`config.mk`:
```
export PLATFORM = sky130hd
export DESIGN_NAME = blockarray_ctrl_flat
export DESIGN_NICKNAME = d
export VERILOG_FILES = /design/src/rtl/blockarray_ctrl_if.sv /design/src/rtl/blockarray_ctrl.sv /design/src/flat_wrapper.sv
export SDC_FILE = /design/constraint.sdc
export NUM_CORES = 1
export LEC_CHECK = 0
export CORE_MARGIN = 3
export CORE_UTILIZATION = 45
export CTS_BUF_LIST = sky130_fd_sc_hd__clkbuf_8
export CTS_CLUSTER_SIZE = 12
export DETAILED_ROUTE_END_ITERATION = 8
export DONT_BUFFER_PORTS = 1
export SYNTH_ARGS = -nofsm -noshare
export SYNTH_HDL_FRONTEND = slang
export SYNTH_SLANG_ARGS = --single-unit
```
`constraint.sdc`:
```
create_clock -name clk -period 6.87 [get_ports clk]
set_clock_uncertainty 0.05 [all_clocks]
set_input_delay 0.687 -clock clk [delete_from_list [all_inputs] [get_ports clk]]
set_output_delay 0.687 -clock clk [all_outputs]
set_load 0.01 [all_outputs]
```
`src/rtl/blockarray_ctrl_if.sv`:
```
// Bus bundle between the stacker game logic / pixel path and the block-array controller.
// The master drives requests and the read row; the slave owns the array and reports status.
interface blockarray_ctrl_if #(
  parameter int ROWS = 8,
  parameter int COLS = 8,
  parameter int RW   = 3
);
  logic            tick;
  logic            clr_req;
  logic            wipe_req;
  logic            wr_req;
  logic [RW-1:0]   wr_row;
  logic [COLS-1:0] wr_data;
  logic            wr_ack;
  logic [RW-1:0]   rd_row;
  logic [COLS-1:0] rd_data;
  logic [ROWS-1:0] occ;
  logic [RW:0]     height;
  logic            busy;
  logic            done;

  modport master (
    output tick, clr_req, wipe_req, wr_req, wr_row, wr_data, rd_row,
    input  wr_ack, rd_data, occ, height, busy, done
  );

  modport slave (
    input  tick, clr_req, wipe_req, wr_req, wr_row, wr_data, rd_row,
    output wr_ack, rd_data, occ, height, busy, done
  );
endinterface

```
`src/rtl/blockarray_ctrl.sv`:
```
// Block-array register file for the VGA stacker: single-row writes, fast clear,
// tick-paced top-down wipe, a 1-cycle read port and registered occupancy/height.
module blockarray_ctrl #(
  parameter int ROWS = 8,
  parameter int COLS = 8,
  parameter int RW   = 3
) (
  input  logic                clk,
  input  logic                reset,
  blockarray_ctrl_if.slave    bus
);

  localparam logic [1:0] IDLE  = 2'd0;
  localparam logic [1:0] CLEAR = 2'd1;
  localparam logic [1:0] WIPE  = 2'd2;

  localparam logic [RW-1:0] LAST_ROW  = RW'(ROWS - 1);
  localparam logic [RW:0]   ROW_LIMIT = (RW + 1)'(ROWS);

  logic [1:0]      state_q, state_d;
  logic [RW-1:0]   ptr_q, ptr_d;
  logic [COLS-1:0] row_q [ROWS];

  logic            row_we;
  logic [RW-1:0]   row_idx;
  logic [COLS-1:0] row_wdata;
  logic            write_ok;
  logic            wr_in_range;
  logic            rd_in_range;

  logic [COLS-1:0] rd_q;
  logic [ROWS-1:0] occ_q, occ_d;
  logic [RW:0]     height_q, height_d;

  assign wr_in_range = ({1'b0, bus.wr_row} < ROW_LIMIT);
  assign rd_in_range = ({1'b0, bus.rd_row} < ROW_LIMIT);

  // A restart or game-over request in the same cycle wins over the write.
  assign write_ok = (state_q == IDLE) && bus.wr_req && !bus.clr_req && !bus.wipe_req;

  // Next-state and sweep pointer.
  always_comb begin
    // NOTE: every signal driven here gets a default first, so no path leaves it
    // unassigned and no latch is inferred.
    state_d = state_q;
    ptr_d   = ptr_q;
    case (state_q)
      IDLE: begin
        if (bus.clr_req) begin
          state_d = CLEAR;
          ptr_d   = '0;
        end else if (bus.wipe_req) begin
          state_d = WIPE;
          ptr_d   = LAST_ROW;
        end
      end
      CLEAR: begin
        if (ptr_q == LAST_ROW) begin
          state_d = IDLE;
          ptr_d   = '0;
        end else begin
          ptr_d = ptr_q + RW'(1);
        end
      end
      WIPE: begin
        if (bus.clr_req) begin
          state_d = CLEAR;
          ptr_d   = '0;
        end else if (bus.tick) begin
          if (ptr_q == '0) begin
            state_d = IDLE;
          end else begin
            ptr_d = ptr_q - RW'(1);
          end
        end
      end
      default: begin
        state_d = IDLE;
        ptr_d   = '0;
      end
    endcase
  end

  // Single write port into the array, shared by all three update sources.
  always_comb begin
    row_we    = 1'b0;
    row_idx   = bus.wr_row;
    row_wdata = bus.wr_data;
    case (state_q)
      IDLE: row_we = write_ok && wr_in_range;
      CLEAR: begin
        row_we    = 1'b1;
        row_idx   = ptr_q;
        row_wdata = '0;
      end
      WIPE: begin
        // An aborting clear skips this row; CLEAR wipes it anyway.
        row_we    = bus.tick && !bus.clr_req;
        row_idx   = ptr_q;
        row_wdata = '0;
      end
      default: row_we = 1'b0;
    endcase
  end

  always_ff @(posedge clk or posedge reset) begin
    // NOTE: state is updated with non-blocking assignments so every register
    // samples the pre-edge values, independent of statement order.
    if (reset) begin
      state_q <= IDLE;
      ptr_q   <= '0;
    end else begin
      state_q <= state_d;
      ptr_q   <= ptr_d;
    end
  end

  always_ff @(posedge clk or posedge reset) begin
    // NOTE: the array is a flop-based register file whose contents must read as
    // empty right after reset, so every row is reset explicitly.
    if (reset) begin
      for (int i = 0; i < ROWS; i++) row_q[i] <= '0;
    end else if (row_we) begin
      row_q[row_idx] <= row_wdata;
    end
  end

  // Occupancy and stack height from the current array contents.
  always_comb begin
    occ_d    = '0;
    height_d = '0;
    for (int i = 0; i < ROWS; i++) begin
      occ_d[i] = |row_q[i];
      if (|row_q[i]) height_d = (RW + 1)'(i + 1);
    end
  end

  // Read port returns pre-write data when a write lands on the same row.
  always_ff @(posedge clk or posedge reset) begin
    if (reset) begin
      rd_q     <= '0;
      occ_q    <= '0;
      height_q <= '0;
    end else begin
      rd_q     <= rd_in_range ? row_q[bus.rd_row] : '0;
      occ_q    <= occ_d;
      height_q <= height_d;
    end
  end

  assign bus.rd_data = rd_q;
  assign bus.occ     = occ_q;
  assign bus.height  = height_q;
  assign bus.busy    = (state_q != IDLE);
  assign bus.wr_ack  = write_ok && !reset;
  assign bus.done    = ((state_q == CLEAR) && (ptr_q == LAST_ROW)) ||
                       ((state_q == WIPE) && bus.tick && !bus.clr_req && (ptr_q == '0));

endmodule
```
`src/flat_wrapper.sv`:
```
// flat-port wrapper written by rule: the top's interface ports become plain ports
module blockarray_ctrl_flat 
#(
  parameter int ROWS = 8,
  parameter int COLS = 8,
  parameter int RW   = 3
)
  (clk, reset, bus_tick, bus_clr_req, bus_wipe_req, bus_wr_req, bus_wr_row, bus_wr_data, bus_rd_row, bus_wr_ack, bus_rd_data, bus_occ, bus_height, bus_busy, bus_done);
  blockarray_ctrl_if #(.ROWS(ROWS), .COLS(COLS), .RW(RW)) bus_i ();
  input  logic clk;
  input  logic reset;
  input wire logic [$bits(bus_i.tick)-1:0] bus_tick;
  input wire logic [$bits(bus_i.clr_req)-1:0] bus_clr_req;
  input wire logic [$bits(bus_i.wipe_req)-1:0] bus_wipe_req;
  input wire logic [$bits(bus_i.wr_req)-1:0] bus_wr_req;
  input wire logic [$bits(bus_i.wr_row)-1:0] bus_wr_row;
  input wire logic [$bits(bus_i.wr_data)-1:0] bus_wr_data;
  input wire logic [$bits(bus_i.rd_row)-1:0] bus_rd_row;
  output wire logic [$bits(bus_i.wr_ack)-1:0] bus_wr_ack;
  output wire logic [$bits(bus_i.rd_data)-1:0] bus_rd_data;
  output wire logic [$bits(bus_i.occ)-1:0] bus_occ;
  output wire logic [$bits(bus_i.height)-1:0] bus_height;
  output wire logic [$bits(bus_i.busy)-1:0] bus_busy;
  output wire logic [$bits(bus_i.done)-1:0] bus_done;
  assign bus_i.tick = bus_tick;
  assign bus_i.clr_req = bus_clr_req;
  assign bus_i.wipe_req = bus_wipe_req;
  assign bus_i.wr_req = bus_wr_req;
  assign bus_i.wr_row = bus_wr_row;
  assign bus_i.wr_data = bus_wr_data;
  assign bus_i.rd_row = bus_rd_row;
  assign bus_wr_ack = bus_i.wr_ack;
  assign bus_rd_data = bus_i.rd_data;
  assign bus_occ = bus_i.occ;
  assign bus_height = bus_i.height;
  assign bus_busy = bus_i.busy;
  assign bus_done = bus_i.done;
  blockarray_ctrl #(.ROWS(ROWS), .COLS(COLS), .RW(RW)) u_core (.clk(clk), .reset(reset), .bus(bus_i));
endmodule
```
-- Yosys cells after proc, flatten, opt, wreduce, memory -nomap -nowiden
Cells that the tools add are included.
- add/sub/neg operators: 2
- magnitude comparators: 3
- equal/unequal tests: 8
- mux-type cells: 31
- bitwise gates (word level): 2
- reductions and logical operators: 28
- operator list (kind ; count):
    bitwise mux 64 bit ; 1
    OR reduction 8 bit ; 8
    2-to-1 mux 3 bit ; 11
    2-to-1 mux 8 bit ; 4
    binary-select mux 8 bit (select 3 bit) ; 1
    demux 8 bit (select 3 bit) ; 1
    2-to-1 mux 2 bit ; 8
    logical AND 1 bit ; 10
    != test 3 bit, second input constant ; 3
    case mux 3 bit (3 select lines) ; 1
    greater-or-equal comparator 4 bit, second input constant ; 2
    inverter 3 -> 4 bit ; 2
    case mux 2 bit (3 select lines) ; 1
    < comparator 4 x 1 -> 1 bit, second input constant ; 1
    2-to-1 mux 4 bit ; 1
    AND reduction 4 bit ; 1
    adder 3 x 1 -> 3 bit, second input constant ; 1
    == test 3 bit, second input constant ; 1
    zero test 1 bit ; 3
    zero test 3 bit ; 1
    != test 3 x 2 -> 1 bit, second input constant ; 1
    case mux 1 bit (3 select lines) ; 1
    AND reduction 3 bit ; 1
    subtractor 3 x 1 -> 3 bit, second input constant ; 1
    other kinds (8) ; 8
- register bits: 89
- bits of input ports: 20
- output and inout bits: 23
- word-level logic and storage cells: 87

-- Logic depth before layout (Yosys ltp)
Gate-level depths: netlist (run 1).
- word-level depth: 9
- mapped depth: 9
- depth with buffers taken out: 7

-- Worst setup path before layout (run 1)
Ideal clock, no wire load.
- path kind: input-to-output
- start: in reset
- end: out bus_wr_ack
- arrival time: 2.886 ns
- setup slack: 3.247 ns
- cell stages on the path: 2
- cells stage by stage: inv_1 and2_1
- cells in the longest elaborated chain, start to end: 2
- RTL lines (item ; line ; RTL):
    start, declared ; flat_wrapper.sv:11 ; input logic reset;
    zero test 1 bit (no line) ; -- ;
    logical AND 1 bit ; blockarray_ctrl.sv:155 ; assign bus.wr_ack = write_ok && !reset;
    end, declared ; flat_wrapper.sv:19 ; output wire logic [$bits(bus_i.wr_ack)-1:0] bus_wr_ack;
Every way passes these cells.

-- Worst setup path in the final report (run 1)
- start: reg u_core.state_q[0]
- end: reg u_core.row_q[63] in the netlist's numbering
- cells in the longest elaborated chain, start to end: 9
- elaborated cells on any way between the ends: 17
- those cells by class: order compare: 2; eq/ne: 2; mux: 6; bitwise: 1; reduce/logical: 6
- RTL lines (item ; line ; RTL):
    start, declared ; blockarray_ctrl.sv:20 ; logic [1:0] state_q, state_d;
    start signal, assigned ; blockarray_ctrl.sv:113 ; state_q <= state_d;
    == test 2 bit or == test 2 x 1 -> 1 bit (tied branches) ; blockarray_ctrl.sv:89 ; case (state_q)
    OR reduction 2 bit (no line) ; -- ;
    2-to-1 mux 3 bit ; blockarray_ctrl.sv:89 ;
    inverter 3 -> 4 bit (implied by the code) ; blockarray_ctrl.sv:124 ; row_q[row_idx] <= row_wdata;
    greater-or-equal comparator 4 bit (implied by the code) or < comparator 4 x 1 -> 1 bit (tied branches) ; blockarray_ctrl.sv:124 ;
    logical AND 1 bit (implied by the code) ; blockarray_ctrl.sv:124 ;
    2-to-1 mux 8 bit (implied by the code) ; blockarray_ctrl.sv:124 ;
    demux 8 bit (select 3 bit) ; blockarray_ctrl.sv:124 ;
    bitwise mux 64 bit ; blockarray_ctrl.sv:124 ;
    end signal, assigned by index ; blockarray_ctrl.sv:124 ;
    end, declared ; blockarray_ctrl.sv:22 ; logic [COLS-1:0] row_q [ROWS];
Several ways; a longest one is shown, not always the timed one.
A chain may end at the register's enable or synchronous reset.

==> results of run 1 <==
[per-stage QoR]
| stage | utilization, % | hold slack (ns) | area, µm² | instances |
|---|---|---|---|---|
| global placement | 48.0 | 0.465 | 4270 | 394 |
| detailed placement | 48.0 | 0.473 | 4270 | 394 |
| CTS | 50.3 | 0.237 | 4470 | 410 |
| finish | 50.3 | 0.221 | 4470 | 410 |
| global route | 50.3 | 0.281 | 4470 | 410 |
| floorplan | - | 0.426 | 4200 | 297 |
[where the power goes]
part,switching [µW],leakage [µW],internal [µW]
Combinational,358,0.000765,370
Sequential,195,0.00111,741
Clock,198,0.000106,173
Total,751,0.00198,1280
[path summary, 6_finish.rpt]
| kind | start | endpoint | slack, ns | cells past startpoint |
|---|---|---|---|---|
| max in group asynchronous | reset | u_core.row_q[60]$_DFFE_PP0P_ | 5.46 | 2 |
| min reg2reg | u_core.row_q[14]$_DFFE_PP0P_ | u_core.row_q[14]$_DFFE_PP0P_ | 0.50 | 1 |
| min | reset | u_core.row_q[21]$_DFFE_PP0P_ | 0.22 | 1 |
| min in group clk | bus_rd_row[2] | u_core.bus.rd_data[5]$_DFF_PP0_ | 0.43 | 1 |
| max reg2reg | u_core.state_q[0]$_DFFE_PP0P_ | u_core.row_q[63]$_DFFE_PP0P_ | 4.12 | 6 |
| max | u_core.state_q[0]$_DFFE_PP0P_ | u_core.row_q[63]$_DFFE_PP0P_ | 4.12 | 6 |
[sequential cells by signal (all words and copies together), names as in the netlist]
register	count
u_core.bus.height	4
u_core.bus.occ	7
u_core.bus.rd_data	8
u_core.ptr_q	3
u_core.row_q	64
u_core.state_q	2
[cells in the mapped netlist, drive strengths merged, types with 3 or more instances]
library cell,n
nor2b,8
o31ai,3
inv,7
mux2,72
o21ai,4
nand2,14
buf,10
nor2,10
dfrtp,88
nor4,15
mux4,16
a21oi,6
ha,8
nand2b,10
[cell families (layout without fill, tap and decap cells)]
family                     count (synthesis)  in the layout  share of synthesized area [%]
AOI/OAI and AO/OA                         23             23                           3.70
xor gates and xnor gates                   1              1                          0.209
adders and majority gates                  8              8                           2.38
buffers and inverters                     19             24                           2.30
DFF                                       88             88                           52.5
muxes                                     90             90                           29.1
and+or+nand+nor                           68             68                           9.87
[area by class of cell]
cell class              instances  area share (%)
flip-flops and latches         88            49.2
multi-input cells             190            42.5
well taps                     108            3.02
clock buffers                   9            2.77
clock inverters                 7            1.73
inverters                       7           0.615
repair buffers                  1           0.168
[per-layer routing]
layer / track usage [%] / up-vias / routed length, µm
li1: - / 1099 / -
met1: 28.1 / 1258 / 4280
met2: 28.7 / 56 / 4360
met3: 3.45 / 11 / 423
met4: 6.36 / 0 / 131
met5: 0 / - / 0
==> key figures, run 1 <==
Cells and area
  – Ant. Diodes: 0
  – Fill cells: 764
  – Layout cells sized above 1: 37.4%
  – Area of the multi-input gates: 0.00190 mm²
  – Commonest non-fill, non-tap cells in the layout: dfrtp_1 (88), mux2_2 (64), mux4_2 (16)
  – Register area: 0.00220 mm²
  – Fin nets: 325
  – Most common cell after layout, fill and taps aside: dfrtp_1
  – Layout area overhead: 6.56%

CTS
  – Post-CTS Setup Inserts: 0
  – Max clock buf depth: 2
  – Sink Count: 88
  – Clock slew at reported path FFs: 0.09 ns
  – Resize count post-CTS: 0
  – TritonCTS clock tree: yes
  – CTS Root Cell: clkbuf_8
  – Worst-skew pair later-pin latency: 0.36 ns
  – H-tree depth: 3
  – Hold_buf cts: 0
  – Cts bufs inserted: 9

Critical path
  – Worst Path Max Fanout: 15
  – Worst endpoint required time: 7.07 ns
  – Startpoint types: flip-flop
  – Crit path largest cell delay: 0.58 ns
  – Crit-path slowest cell: ha_1
  – Family with the most delay on the worst path: simple AND/OR/NAND/NOR gates
  – WP data arrival: 2.95 ns
  – Critical path type: reg2reg
  – Critical Path End Type: flip-flop
  – CP Cell Sequence: inv_1 > ha_1 > mux2i_1 > or3b_1 > nor2_4 > mux2_2
  – Number of buffers and inverters on the critical path: 1

Global route
  – Number of antenna violations at the first check in global routing: 0
  – First-pass GRT wire length: 14800 µm
  – Overflow after GRT: 0
  – Largest net degree at the start of global routing: 52
  – Vias in the first global route: 2506
  – Overall routing resource usage: 19.1%

Power
  – Standby leakage power: 0.00198 µW
  – Overall Power: 2030 µW
  – Peak supply drop: 0.158 mV
  – Power per cell area: 455 mW/mm²

Detailed routing
  – Wire length per cell: 22.4 µm
  – Vias: 2424
  – Antenna-violating nets left: 0
  – DRC viols: 0
  – Initial DRC Count: 107
  – Post-DR vias/cell: 5.91
  – WL final: 9200 µm
  – Initial DRT Pass Iterations: 4

Place
  – Worst slack, placed: 4.11 ns
  – HPWL after detailed placement: 6680 µm
  – IO Port Bufs: 0
  – Routability cong.: 0.807

STA
  – Minimum clock period: 2.75 ns
  – RSZ-0062 raised after global routing: false
  – Setup-failing EPs final: 0
  – Worst setup margin: 4.12 ns
  – Final Cycle Share: 40.1%
  – Fmax: 0.363 GHz
  – Max-slew headroom: 32.1%
  – Slew @ Worst Pin: 1.01 ns
  – Fin. max-slew vios: 0
  – Fin Setup TNS: 0 ns
  – Final Hold Viols: 0

Status
  – Status: complete, no violations

Die
  – Core footprint: 0.00889 mm²
  – # IOs: 43
  – Die area: 0.0105 mm²
  – Die height: 103 µm
  – Die Wd: 103 µm
  – Cell row count: 34
  – Initial core utilization: 47.2%

Yosys
  – Seq/Total Area, Yosys: 52.5%
  – Synth Flop Type: dfrtp_1
  – Post-synthesis register bit count: 88
  – Synth Warn #: 0
  – Area share of the largest cell type after synthesis: 52.5%
  – Ys async rst share: 100%
  – Avg Cell Area, Syn: 14.1 µm²
  – Top cells by area, synth: dfrtp_1 (52%), mux2_2 (17%), mux4_2 (8.6%)
  – Cells after synthesis: 297
  – Cell area after synthesis: 0.00420 mm²
  – Syn nets: 325
  – Number of synthesized flops with an enable pin: 0
  – Synth area leader: dfrtp_1
  – Post-synth cell types: 43

Job
  – Max Cap Viol: 0

Min path
  – Hold Path Class: in2async
(Power assumes the default switching activity.)
==> run 2: changes to the inputs <==
clock period = 2.3 ns   (was 6.87 ns; I/O delays follow)
==> run 2 against run 1 <==
Critical path type unchanged. Critical path depth unchanged. Clock power rose to 3.0 times the previous value. Sequential share of layout area down 2.9 points. Setup slack worse by 4.0 ns.
==> key figures, run 2 (same netlist as run 1, synthesis figures left out) <==
Power
  – Peak supply drop: 0.564 mV
  – Standby leakage power: 0.00213 µW
  – Power per cell area: 1350 mW/mm²

Place
  – Placed cell area: 0.00449 mm²
  – Worst slack, placed: -0.0231 ns
  – IO Port Bufs: 0
  – HPWL after detailed placement: 6650 µm
  – Placed cells: 420
  – Routability cong.: 0.835

Cells and area
  – Design area: 0.00475 mm²
  – Layout cells sized above 1: 43.8%
  – Max reg flops: 64
  – Layout area overhead: 13.1%
  – Core Util, Final: 53.4%
  – Most common cell after layout, fill and taps aside: dfrtp_1
  – Fill cells: 731
  – Commonest non-fill, non-tap cells in the layout: dfrtp_1 (88), mux2_2 (64), buf_4 (26)
  – Biggest register: u_core.row_q
  – Area of the multi-input gates: 0.00192 mm²
  – Ant. Diodes: 0
  – Layout Cells excl Fill: 439
  – Fin nets: 354
  – Register area: 0.00220 mm²

Min path
  – HP Start: bus_clr_req
  – Worst hold endpoint: u_core.state_q[1]$_DFFE_PP0P_
  – Hold Path Class: in2reg
  – Hold Path Depth: 3

CTS
  – Sink Count: 88
  – Max clock buf depth: 2
  – Clock slew at reported path FFs: 0.09 ns
  – H-tree depth: 3
  – Post-CTS Setup Inserts: 0
  – CTS Root Cell: clkbuf_8
  – Cts bufs inserted: 9
  – Worst-skew pair later-pin latency: 0.36 ns
  – TritonCTS clock tree: yes

STA
  – Final Cycle Share: 95.4%
  – Hold WS: 0.0251 ns
  – Slew @ Worst Pin: 0.482 ns
  – RSZ-0062 raised after global routing: false
  – Minimum clock period: 2.19 ns
  – Fmax: 0.456 GHz
  – Worst setup margin: 0.107 ns
  – Fin. max-slew vios: 0
  – Setup-failing EPs final: 0
  – Max-slew headroom: 67.6%
  – Final Hold Viols: 0

Die
  – Die Wd: 103 µm
  – Core footprint: 0.00889 mm²
  – Die height: 103 µm
  – Die area: 0.0105 mm²
  – Initial core utilization: 47.2%
  – Cell row count: 34
  – # IOs: 43

Global route
  – Largest net degree at the start of global routing: 31
  – Overall routing resource usage: 19.0%
  – Number of antenna violations at the first check in global routing: 0
  – First-pass GRT wire length: 14900 µm
  – Overflow after GRT: 0
  – Vias in the first global route: 2655

Detailed routing
  – DRC viols: 0
  – Post-DR vias/cell: 5.83
  – WL final: 9090 µm
  – Vias: 2561
  – Wire length per cell: 20.7 µm
  – Initial DRT Pass Iterations: 5
  – Antenna-violating nets left: 0
  – Initial DRC Count: 116

Critical path
  – Worst Path Max Fanout: 8
  – Startpoint types: flip-flop
  – Worst endpoint required time: 2.49 ns
  – RR Startpoint: u_core.state_q[0]$_DFFE_PP0P_
  – Flop2flop setup slack: 0.11 ns
  – Reg2Reg Depth: 6
  – Worst Setup SP: u_core.state_q[0]$_DFFE_PP0P_
  – Critical path type: reg2reg
  – Critical Path End Type: flip-flop
  – WP data arrival: 2.39 ns
  – FF-to-FF End: u_core.row_q[56]$_DFFE_PP0P_

Status
  – Status: complete, no violations

Job
  – Max Cap Viol: 0
==> run 2: cell types whose count changed in the layout (fill, tap and decap cells not counted), moves of 2 or more <==
cell	previous run	this run
buf_4	1	26
clkinv_2	3	0
dlygate4sd3_1	0	3
clkinvlp_4	0	2
inv_1	6	4
inv_2	0	2
==> run 2: how the worst max path moves through the flow <==
stage,slack [ns],endpoint,cells past startpoint
final,0.11,u_core.row_q[56]$_DFFE_PP0P_,6
after global routing,0.009,u_core.row_q[57]$_DFFE_PP0P_,7
after CTS,0.08,u_core.row_q[56]$_DFFE_PP0P_,7
after detailed placement,-0.02,u_core.row_q[26]$_DFFE_PP0P_,7
after global placement,0.02,u_core.row_q[24]$_DFFE_PP0P_,7
after floorplan,0.05,u_core.row_q[10]$_DFFE_PP0P_,8
==> run 2: final cells by class <==
cell class                 count  share of cell area (%)
clock buffer                  10                    2.90
timing repair buffer          30                    5.16
sequential                    88                    46.4
tap                          108                    2.85
clock inverter                 6                    1.58
multi-input combinational    190                    40.5
inverter                       7                   0.632
==> run 2: critical path: stages, from the launching register on <==
cell and delay (ns):
dfrtp_1 0.37, inv_2 0.07, ha_4 0.27, mux2i_2 0.21
or3b_4 0.47, nor2_4 0.27, mux2_2 0.37
==> run 2: power by group <==
group	internal [µW]	switching, µW
Combinational	1340	1120
Clock	549	584
Sequential	2210	597
==> run 2: timing repair <==
| item | CTS | global route |
|---|---|---|
| endpoints found under the hold margin | 22 | 0 |
| pin swaps | 2 | 1 |
| gates resized for setup | 1 | 4 |
| endpoints found under the setup margin | 24 | 31 |
| hold buffers | 3 | 0 |
==> run 2: layer usage <==
layer / vias to the layer above / GRT usage, % / wire length (µm)
met5: - / 0 / 0
met3: 8 / 6.16 / 495
met2: 72 / 29.2 / 4290
met1: 1337 / 26.3 / 4180
li1: 1144 / - / -
met4: 0 / 4.64 / 119
==> run 2: per-stage QoR <==
stage,TNS [ns],total power (µW)
3_3_place_gp,0,5240
3_5_place_dp,-0.223,5260
6_report,0,6410
4_1_cts,0,6430
2_1_floorplan,0,4440
5_1_grt,0,6840
==> run 3: changes to the inputs <==
MAX_ROUTING_LAYER = met4   (was unset)
clock period = 2.23 ns   (was 2.3 ns; I/O delays follow)
==> run 3 against run 2 <==
Die area did not move. First-iteration DRC count fell by 13%. Worst hold slack improved by 0.015 ns. Global-route usage rose by 0.81 points. Sequential share of layout area fell by 1.7 points. Clock power barely moved. Sequential power rose by 3%. Non-clock buffer count rose by 6. Critical path type unchanged. Critical endpoint is now u_core.row_q[46]$_DFFE_PP0P_. Largest cell class unchanged. Largest power group unchanged.
==> key figures, run 3 (same netlist as run 1, synthesis figures left out) <==
Die
  – Core footprint: 0.00889 mm²
  – Die area: 0.0105 mm²
  – Initial core utilization: 47.2%
  – Die Wd: 103 µm
  – Die height: 103 µm
  – # IOs: 43
  – Cell row count: 34

Place
  – IO Port Bufs: 0
  – HPWL after detailed placement: 6500 µm
  – Worst slack, placed: -0.0803 ns
  – Placed cell area: 0.00455 mm²
  – Routability cong.: 0.836

STA
  – Fin. max-slew vios: 0
  – Fmax: 0.458 GHz
  – Minimum clock period: 2.18 ns
  – Final Cycle Share: 97.9%
  – Fin Setup TNS: 0 ns
  – Slew @ Worst Pin: 0.530 ns
  – RSZ-0062 raised after global routing: true
  – Worst setup margin: 0.0473 ns
  – Final Hold Viols: 0
  – Max-slew headroom: 64.4%
  – Setup-failing EPs final: 0

CTS
  – CTS Root Cell: clkbuf_8
  – Worst-skew pair later-pin latency: 0.36 ns
  – Clock slew at reported path FFs: 0.09 ns
  – Sink Count: 88
  – TritonCTS clock tree: yes
  – Max clock buf depth: 2
  – Cts bufs inserted: 9
  – H-tree depth: 3

Status
  – Status: complete, no violations

Global route
  – First-pass GRT wire length: 14900 µm
  – Vias in the first global route: 2641
  – Overflow after GRT: 0
  – Largest net degree at the start of global routing: 71
  – Overall routing resource usage: 19.8%
  – Number of antenna violations at the first check in global routing: 0

Detailed routing
  – Post-DR vias/cell: 5.76
  – Vias: 2562
  – Initial DRT Pass Iterations: 4
  – WL final: 9330 µm
  – DRC viols: 0
  – Initial DRC Count: 101
  – Antenna-violating nets left: 0
  – Wire length per cell: 21.0 µm

Critical path
  – Worst Path Max Fanout: 8
  – Critical Path End Type: flip-flop
  – Worst endpoint required time: 2.42 ns
  – Startpoint types: flip-flop
  – WP data arrival: 2.38 ns
  – Critical path type: reg2reg

Job
  – Max Cap Viol: 0

Power
  – Peak supply drop: 0.501 mV
  – Power per cell area: 1400 mW/mm²
  – Standby leakage power: 0.00221 µW

Cells and area
  – Ant. Diodes: 0
  – Layout area overhead: 17.3%
  – Most common cell after layout, fill and taps aside: dfrtp_1
  – Biggest register: u_core.row_q
  – Core Util, Final: 55.4%
  – Max reg flops: 64
  – Design area: 0.00492 mm²
  – Layout cells sized above 1: 45.1%
  – Fill cells: 721
  – Commonest non-fill, non-tap cells in the layout: dfrtp_1 (88), mux2_2 (45), mux2_4 (27), buf_4 (27), mux4_2 (16)
  – Fin nets: 360

Min path
  – Hold Path Class: in2reg
## run 3: cell count changes in the layout (fill, tap and decap cells not counted), sizes merged
cell,change
inv,-1
buf,+6
clkinvlp,+1
## run 3: repair_timing
action	CTS	global route
pin swaps	1	4
buffers inserted	0	3
hold buffers	3	0
resized for setup	1	25
hold endpoints to repair	97	0
setup endpoints to repair	32	60
## run 3: where the power goes
part           total [µW]  switching, µW  leakage [µW]  internal (µW)
logic                2830           1250      0.000997           1590
registers            2900            618       0.00111           2280
clock network        1140            587      0.000102            554
## run 3: area by class of cell
| class | instances | area, µm² | area share, % |
|---|---|---|---|
| Sequential cell | 88 | 2200 | 44.7 |
| Multi-Input combinational cell | 190 | 2010 | 40.8 |
| Timing Repair Buffer | 36 | 344 | 6.99 |
| Clock buffer | 10 | 138 | 2.79 |
| Tap cell | 108 | 135 | 2.74 |
| Clock inverter | 6 | 68.8 | 1.40 |
| Inverter | 7 | 30.0 | 0.610 |
## run 3: worst max-delay path: stages, from the launching register on
cell	delay (ns)
dfrtp_1	0.39
inv_2	0.07
ha_4	0.28
mux2i_2	0.21
or3b_4	0.47
nor2_4	0.12
buf_12	0.14
mux2_2	0.33
## run 3: path summary, 6_finish.rpt
kind | startpoint | to | slack (ns) | depth (start not counted)
max in group asynchronous | reset | u_core.row_q[37]$_DFFE_PP0P_ | 1.43 | 3
setup reg to reg | u_core.state_q[1]$_DFFE_PP0P_ | u_core.row_q[46]$_DFFE_PP0P_ | 0.05 | 7
hold reg to reg | u_core.row_q[41]$_DFFE_PP0P_ | u_core.row_q[41]$_DFFE_PP0P_ | 0.49 | 1
hold / removal | bus_clr_req | u_core.ptr_q[2]$_DFFE_PP0P_ | 0.04 | 3
min in group asynchronous | reset | u_core.row_q[20]$_DFFE_PP0P_ | 0.37 | 3
setup / recovery | u_core.state_q[1]$_DFFE_PP0P_ | u_core.row_q[46]$_DFFE_PP0P_ | 0.05 | 7
## run 3: per-layer routing
metal  up-vias  GRT usage, %  part of all wire (%)  wire length, µm
met5         -             -                     0                0
met4         0          5.75                   1.0               95
met3        11          4.87                   3.2              299
met2        51          28.7                    48             4440
met1      1326          27.8                    48             4490
li1       1174             -                     -                -
## run 3: metrics by stage
stage,power (µW),instances,hold WS [ns]
finish,6870,445,0.0397
global route,7330,445,0.0291
CTS,6680,442,0.0144
detailed placement,5500,423,0.148
global placement,5460,423,0.148
floorplan,4590,297,0.332
